===== src/rtl/team_06_i2s_channel_scheduler.sv =====
// ---------------------------------------------------------------------------
// team_06_i2s_channel_scheduler
//
// Schedules two sample sources onto a stereo I2S stream for the DAC
// serializer. Source 0 feeds the left slot and source 1 feeds the right slot.
// Each source has a one-entry holding register behind a ready/valid handshake.
// The block derives the bit clock and word select from clk, and at every slot
// boundary it hands the serializer a parallel word with a one-cycle strobe.
//
// Ports
//   clk          system clock
//   rst          asynchronous active-high reset
//   en           stream enable
//   src0_data    left-slot sample          src0_valid / src0_ready  handshake
//   src1_data    right-slot sample         src1_valid / src1_ready  handshake
//   uf_clr       clears both underflow flags on the next edge
//   dac_word     parallel word to serializer, stable between loads
//   dac_load     one-cycle load strobe, the cycle after the load edge
//   ws           word select (0 = left, 1 = right)
//   bclk         bit clock, high for the second half of each bit period
//   bit_tick     pulse on the last clk of each bit period
//   underflow    sticky per-slot underflow ([0] = left, [1] = right)
//   busy         FSM is not idle
//
// State     | meaning
// ----------+-------------------------------------------------------------
// IDLE      | counters parked at 0, ws/bclk low, waiting for en
// RUN       | streaming; each word end loads the other slot
// DRAIN     | en dropped mid-word; timing runs out to the word end
// ---------------------------------------------------------------------------
module team_06_i2s_channel_scheduler #(
  parameter int DATA_W      = 8,
  parameter int CLK_PER_BIT = 48
) (
  input  logic              clk,
  input  logic              rst,
  input  logic              en,
  input  logic [DATA_W-1:0] src0_data,
  input  logic              src0_valid,
  output logic              src0_ready,
  input  logic [DATA_W-1:0] src1_data,
  input  logic              src1_valid,
  output logic              src1_ready,
  input  logic              uf_clr,
  output logic [DATA_W-1:0] dac_word,
  output logic              dac_load,
  output logic              ws,
  output logic              bclk,
  output logic              bit_tick,
  output logic [1:0]        underflow,
  output logic              busy
);

  localparam int DIV_W = $clog2(CLK_PER_BIT);
  localparam int BIT_W = $clog2(DATA_W);

  localparam logic [DIV_W-1:0] DIV_LAST = DIV_W'(CLK_PER_BIT - 1);
  localparam logic [DIV_W-1:0] DIV_HALF = DIV_W'(CLK_PER_BIT / 2);
  localparam logic [BIT_W-1:0] BIT_LAST = BIT_W'(DATA_W - 1);

  typedef enum logic [1:0] {
    IDLE  = 2'd0,
    RUN   = 2'd1,
    DRAIN = 2'd2
  } state_t;

  state_t            state_q, state_d;
  logic [DIV_W-1:0]  div_cnt_q, div_cnt_d;
  logic [BIT_W-1:0]  bit_cnt_q, bit_cnt_d;
  logic              slot_q, slot_d;
  logic              ws_q, ws_d;
  logic              dac_load_q, dac_load_d;
  logic [DATA_W-1:0] dac_word_q, dac_word_d;
  logic [DATA_W-1:0] hold0_q, hold0_d;
  logic [DATA_W-1:0] hold1_q, hold1_d;
  logic              full0_q, full0_d;
  logic              full1_q, full1_d;
  logic [1:0]        underflow_q, underflow_d;

  logic timing_on;
  logic bit_tick_w;
  logic word_end_w;
  logic load_w;
  logic load_slot_w;

  // -------------------------------------------------------------------------
  // Bit timing decode
  // -------------------------------------------------------------------------
  always_comb begin
    timing_on  = (state_q != IDLE);
    bit_tick_w = timing_on && (div_cnt_q == DIV_LAST);
    word_end_w = bit_tick_w && (bit_cnt_q == BIT_LAST);
  end

  // -------------------------------------------------------------------------
  // FSM next-state, counters, slot/ws and load request
  // -------------------------------------------------------------------------
  always_comb begin
    state_d     = state_q;
    div_cnt_d   = div_cnt_q;
    bit_cnt_d   = bit_cnt_q;
    slot_d      = slot_q;
    ws_d        = ws_q;
    load_w      = 1'b0;
    load_slot_w = slot_q;

    if (timing_on) begin
      div_cnt_d = bit_tick_w ? '0 : div_cnt_q + 1'b1;
      if (bit_tick_w) begin
        bit_cnt_d = (bit_cnt_q == BIT_LAST) ? '0 : bit_cnt_q + 1'b1;
      end
    end

    case (state_q)
      IDLE: begin
        div_cnt_d = '0;
        bit_cnt_d = '0;
        ws_d      = 1'b0;
        slot_d    = 1'b0;
        if (en) begin
          load_w      = 1'b1;
          load_slot_w = 1'b0;
          state_d     = RUN;
        end
      end

      RUN, DRAIN: begin
        if (word_end_w) begin
          if (en) begin
            // Counters already wrap to 0 here, so the next slot starts cleanly.
            load_w      = 1'b1;
            load_slot_w = ~slot_q;
            slot_d      = ~slot_q;
            ws_d        = ~slot_q;
            state_d     = RUN;
          end else begin
            div_cnt_d = '0;
            bit_cnt_d = '0;
            slot_d    = 1'b0;
            ws_d      = 1'b0;
            state_d   = IDLE;
          end
        end else begin
          // Re-enabling during DRAIN resumes without touching the counters.
          state_d = en ? RUN : DRAIN;
        end
      end

      default: begin
        div_cnt_d = '0;
        bit_cnt_d = '0;
        slot_d    = 1'b0;
        ws_d      = 1'b0;
        state_d   = IDLE;
      end
    endcase
  end

  // -------------------------------------------------------------------------
  // Holding registers, load datapath and underflow flags
  // -------------------------------------------------------------------------
  always_comb begin
    hold0_d     = hold0_q;
    hold1_d     = hold1_q;
    full0_d     = full0_q;
    full1_d     = full1_q;
    dac_word_d  = dac_word_q;
    dac_load_d  = 1'b0;
    underflow_d = underflow_q;

    // Clear first so a set on the same edge wins.
    if (uf_clr) begin
      underflow_d = 2'b00;
    end

    if (load_w) begin
      dac_load_d = 1'b1;
      if (!load_slot_w) begin
        if (full0_q) begin
          dac_word_d = hold0_q;
          full0_d    = 1'b0;
        end else begin
          dac_word_d     = '0;
          underflow_d[0] = 1'b1;
        end
      end else begin
        if (full1_q) begin
          dac_word_d = hold1_q;
          full1_d    = 1'b0;
        end else begin
          dac_word_d     = '0;
          underflow_d[1] = 1'b1;
        end
      end
    end

    // Capture only when empty, so capture and consume never share an edge.
    if (src0_valid && !full0_q) begin
      hold0_d = src0_data;
      full0_d = 1'b1;
    end
    if (src1_valid && !full1_q) begin
      hold1_d = src1_data;
      full1_d = 1'b1;
    end
  end

  // -------------------------------------------------------------------------
  // State registers
  // -------------------------------------------------------------------------
  always_ff @(posedge clk or posedge rst) begin
    if (rst) begin
      state_q     <= IDLE;
      div_cnt_q   <= '0;
      bit_cnt_q   <= '0;
      slot_q      <= 1'b0;
      ws_q        <= 1'b0;
      dac_load_q  <= 1'b0;
      dac_word_q  <= '0;
      hold0_q     <= '0;
      hold1_q     <= '0;
      full0_q     <= 1'b0;
      full1_q     <= 1'b0;
      underflow_q <= 2'b00;
    end else begin
      state_q     <= state_d;
      div_cnt_q   <= div_cnt_d;
      bit_cnt_q   <= bit_cnt_d;
      slot_q      <= slot_d;
      ws_q        <= ws_d;
      dac_load_q  <= dac_load_d;
      dac_word_q  <= dac_word_d;
      hold0_q     <= hold0_d;
      hold1_q     <= hold1_d;
      full0_q     <= full0_d;
      full1_q     <= full1_d;
      underflow_q <= underflow_d;
    end
  end

  // -------------------------------------------------------------------------
  // Outputs
  // -------------------------------------------------------------------------
  assign src0_ready = ~full0_q;
  assign src1_ready = ~full1_q;
  assign dac_word   = dac_word_q;
  assign dac_load   = dac_load_q;
  assign ws         = ws_q;
  // div_cnt is parked at 0 in IDLE, so bclk is low there without extra gating.
  assign bclk       = (div_cnt_q >= DIV_HALF);
  assign bit_tick   = bit_tick_w;
  assign underflow  = underflow_q;
  assign busy       = (state_q != IDLE);

endmodule


===== config.mk =====
export PLATFORM = sky130hd
export DESIGN_NAME = team_06_i2s_channel_scheduler
export DESIGN_NICKNAME = d
export VERILOG_FILES = /design/src/rtl/team_06_i2s_channel_scheduler.sv
export SDC_FILE = /design/constraint.sdc
export NUM_CORES = 1
export LEC_CHECK = 0
export BUFFER_PORTS_ARGS = -buffer_cell sky130_fd_sc_hd__clkbuf_2
export CAP_MARGIN = 20
export CORE_AREA = 4 4 52 100
export CTS_CLUSTER_DIAMETER = 150
export DETAILED_ROUTE_END_ITERATION = 10
export DIE_AREA = 0 0 56 104
export PLACE_DENSITY_LB_ADDON = 0.25
export SETUP_SLACK_MARGIN = 0.02
export SYNTH_ARGS = -nofsm -noshare
export SYNTH_HDL_FRONTEND = slang
export SYNTH_SLANG_ARGS = --single-unit

===== constraint.sdc =====
create_clock -name clk -period 1.85 [get_ports clk]
set_input_delay 0 -clock clk [delete_from_list [all_inputs] [get_ports clk]]
set_output_delay 0 -clock clk [all_outputs]
set_load 0.005 [all_outputs]

==> summary by stage <==
Floorplanning
In this run the count of I/O pins placed on the die edge is 39. Measured along the x axis, the die boundary spans 56 µm. The area of the die is 0.00582 mm². The y dimension of the die is 104 µm. The core region is 0.00442 mm².

The floorplan has 34 rows. Once the floorplan was initialized, standard cells occupied 44.5% of the core.

Pwr
The clock network accounts for 18.8% of the total power. Across the VDD grid, the largest voltage drop is 827 µV. In this run the power spent charging and discharging nets is 1.04 mW.

Summed over all cells, the static leakage comes to 1.37 nW. Of the total power, the share spent switching nets is 32.6%. In this run, flip-flops and latches consume 40.4% of the power.

The cell-internal power is 2.15 mW. Power spread over the standard cell area amounts to 1130 mW/mm². Combinational logic is responsible for 40.8% of the overall power.

Route
The detail route stage leaves a number of antenna-violating nets equal to 0. The final routed wirelength across all metal layers is 4970 µm. The number of DRC violations after detailed routing is 0. The average via count per standard cell is 5.15. The average detailed-routed wire length per instance is 16.0 µm. Across all layers, the routed design uses 1,595 vias. After the first detailed-routing iteration, the DRC count stood at 53. The number of detailed-route iterations in the first pass is 4.

Global routing
The number of antenna violations at the first check in global routing is 0. Entering global routing, the biggest net connects 42 pins. The met3 track demand over resource in global routing is 3.85%. The first-pass GRT wire length is 8420 µm. The number of global-route vias before repair is 1,796. In the global route stage, met2 resource usage came out at 34.3%.

The remaining global-route overflow is 0. The met1 track demand over resource in global routing is 18.6%. The global-route total usage across every layer is 18.7%. The peak-usage layer in the global routing report is met2.

Synth
The total of flip-flops plus latches after synthesis is 41. The number of different library cells used by synthesis comes to 38. For this run, the number of Yosys warnings is 0. After synthesis, the share of flip-flops with an asynchronous set or reset is 100%. Sequential elements use 52.1% of the synthesized area. The mapped netlist covers 0.00197 mm².

For this run, the leading register cell type out of synthesis is sky130_fd_sc_hd__dfrtp_1. The number of enable-type register cells in the synthesized netlist is 0. A synthesized cell averages 12.1 µm². In the synthesized netlist, the number of instances is 163. Counting every net in the synthesized netlist gives 193.

Worst setup path
The endpoint identified for the worst register-to-register timing path is dac_word[4]. The classification of the worst setup path is flop to flop. Across all register-to-register paths, the minimum setup slack is -0.20 ns. The most numerous cell type found on the critical path is sky130_fd_sc_hd__buf_6. Walking the worst path, the cells encountered are ha_2 -> ha_4 -> nand3b_1 -> buf_6 -> nor4_4 -> nor3b_4 -> and3_4 -> buf_6 -> a221o_1. For the worst flop-to-flop path, the logic depth is 9. The number of buffers and inverters on the critical path is 2. STA puts the critical path data arrival time at 2.24 ns. The dominant delay contributor by cell family on the critical path is simple AND/OR/NAND/NOR gates. The biggest cell delay along the critical path is 0.36 ns. Among all stages on the critical path, the largest delay is contributed by sky130_fd_sc_hd__dfrtp_1. The startpoint identified for the worst register-to-register timing path is bit_cnt_q[0]. The worst setup path is captured at a flop. The number of stages on the worst setup path is 9.

Along the worst path, the maximum fanout reaches 9. The data required time at the worst endpoint is 2.04 ns. The most critical setup path has its startpoint at bit_cnt_q[0].

The endpoint of the most critical setup path is dac_word[4]. The kind of start point of the critical path is a flop.

Cells and area
The synthesis-to-layout area growth is 42.5%. The finished layout holds 310 standard cells, fillers aside. The repair_antennas step left the layout with diodes totalling 0.

Summing all multi-input logic gate instances after layout gives 912 µm². Of the cells placed in the final design, the portion with a size suffix greater than 1 is 43.0%. The layout has 343 filler cells. The sequential cells in the finished layout cover a total of 0.00103 mm². The number of nets in the layout is 285.

The area of all placed cells without fillers is 0.00281 mm².

Place
The minimum setup slack after placement is -0.320 ns. In this run, placement finished with an instance count of 278. The placed wire-length estimate is 3440 µm. The count of buffers from port buffering is 38.

Summing all placed instances gives a cell area of 0.00244 mm². At the end of routability-driven placement, the weighted congestion stood at 0.818.

CTS
The clock tree synthesis step divided the H-tree into 2 levels. The clock transition at the registers of the reported paths is 0.09 ns. The clock reaches the later pin of the worst-skew pair after 0.30 ns. The root buffer cell is sky130_fd_sc_hd__clkbuf_8.

Clock tree synthesis found a total of 41 sinks. Counting the buffers created by CTS gives 5. TritonCTS built the clock tree.

The buffer depth of the longest clock path is 2.

Flow run
The reported max-cap violation count is 0.

Worst hold path
The startpoint of the lowest-slack hold path is uf_clr. The worst hold path belongs to the class primary input to flop.

Timing
The number of hold violations in the final report is 0. The worst-case clock skew is 0.0110 ns. The max-slew violation count came to 0. The final critical-path setup slack is -0.201 ns. The fmax is 488 MHz.

The time the worst path needs with I/O delays and setup is 2.05 ns. The final count of negative-setup-slack endpoints is 10. Headroom to the max-slew limit came out at 65.7%. After layout, the worst path uses 111% of the clock period. The final hold slack is 0.0165 ns. Setup repair after global routing could not meet its margin everywhere. For the final routed database, the setup TNS stands at -1.60 ns. At the pin with the least slew margin, the transition time is 0.515 ns.

Run status
The checks that failed: setup timing. The run finished, with violations left.
[what timing repair did]
action,CTS,global route
pin swaps,5,2
hold endpoints to repair,60,0
hold buffers,20,0
setup endpoints to repair,12,13
setup buffers,5,1
gates resized for setup,7,4
[cell families (layout without fill, tap and decap cells)]
group / after synthesis / in the layout / synth area share [%]
flip-flops: 41 / 41 / 52.1
buffers and inverters: 17 / 110 / 4.13
XOR/XNOR: 2 / 2 / 0.890
AO/OA/AOI/OAI: 24 / 24 / 9.28
AND/OR/NAND/NOR: 51 / 51 / 17.3
multiplexers: 20 / 20 / 11.2
adder cells (fa/ha/maj): 8 / 8 / 5.08
[worst min path at each step]
stage / to / cells past startpoint
after floorplan: state_q[1] / 1
after global placement: div_cnt_q[2] / 3
after detailed placement: div_cnt_q[2] / 3
after CTS: underflow[1] / 4
after global routing: underflow[1] / 4
final: underflow[1] / 4
[placed cells by master, fill, tap and decap left out, drive strengths merged, types with 3 or more instances in the layout]
master,instances
mux2i,4
nor2b,14
a221o,8
o21ai,5
dlygate4sd3,20
nand2,7
ha,8
inv,12
nor2,12
clkbuf,43
dfrtp,41
buf,33
a21oi,4
nor3b,3
mux2,16
[layer usage]
| metal | up-vias | routed length (µm) |
|---|---|---|
| li1 | 754 | - |
| met1 | 784 | 1800 |
| met2 | 43 | 2770 |
| met3 | 14 | 186 |
| met4 | 0 | 208 |
| met5 | - | 0 |
[cell type report]
class | instances | area share [%]
inverter | 11 | 1.47
clock inverter | 3 | 0.758
sequential | 41 | 36.6
clock buffer | 5 | 2.45
tap | 54 | 2.41
multi-input combinational | 105 | 32.5
timing repair buffer | 91 | 23.9
[power groups by stage]
stage          logic (mW)  clock network, mW  registers (mW)
3_3_place_gp         1.17                  0            1.29
3_5_place_dp         1.23                  0            1.30
2_1_floorplan       0.714                  0            1.27
6_report             1.30              0.599            1.28
5_1_grt              1.40              0.656            1.32
4_1_cts              1.28              0.619            1.28
[tightest hold or removal path: stages]
cell	delay, ns
sky130_fd_sc_hd__clkbuf_2	0.08
sky130_fd_sc_hd__inv_1	0.06
sky130_fd_sc_hd__nand2_1	0.09
sky130_fd_sc_hd__o41ai_2	0.07
[per-stage QoR]
stage / utilization [%] / power (mW)
floorplan: - / 1.98
global placement: 55.1 / 2.46
detailed placement: 55.1 / 2.52
CTS: 62.9 / 3.18
global route: 63.4 / 3.38
finish: 63.4 / 3.18
[synth_stat cells (all sizes together), types with 2 or more instances]
library cell	n	share of area [%]
buf	3	1.4
nor2	12	2.3
a221o	8	4.1
nor4	2	2.2
inv	11	2.1
and3	2	0.64
o21ai	5	1.3
a21oi	4	1.0
clkbuf	3	0.64
nand4b	2	1.7
nand2b	2	0.64
nand2	7	1.3
nor3	2	0.51
mux2	16	9.1
mux2i	4	2.0
ha	8	5.1
nor3b	3	2.0
dfrtp	41	52
nor2b	14	4.4
[registers in the layout, indices dropped and copies added, names as in the netlist]
name / flops
bit_cnt_q: 3
dac_load: 1
dac_word: 8
div_cnt_q: 6
full0_q: 1
full1_q: 1
hold0_q: 8
hold1_q: 8
state_q: 2
underflow: 2
ws: 1
Power figures use the tool's default switching activity.
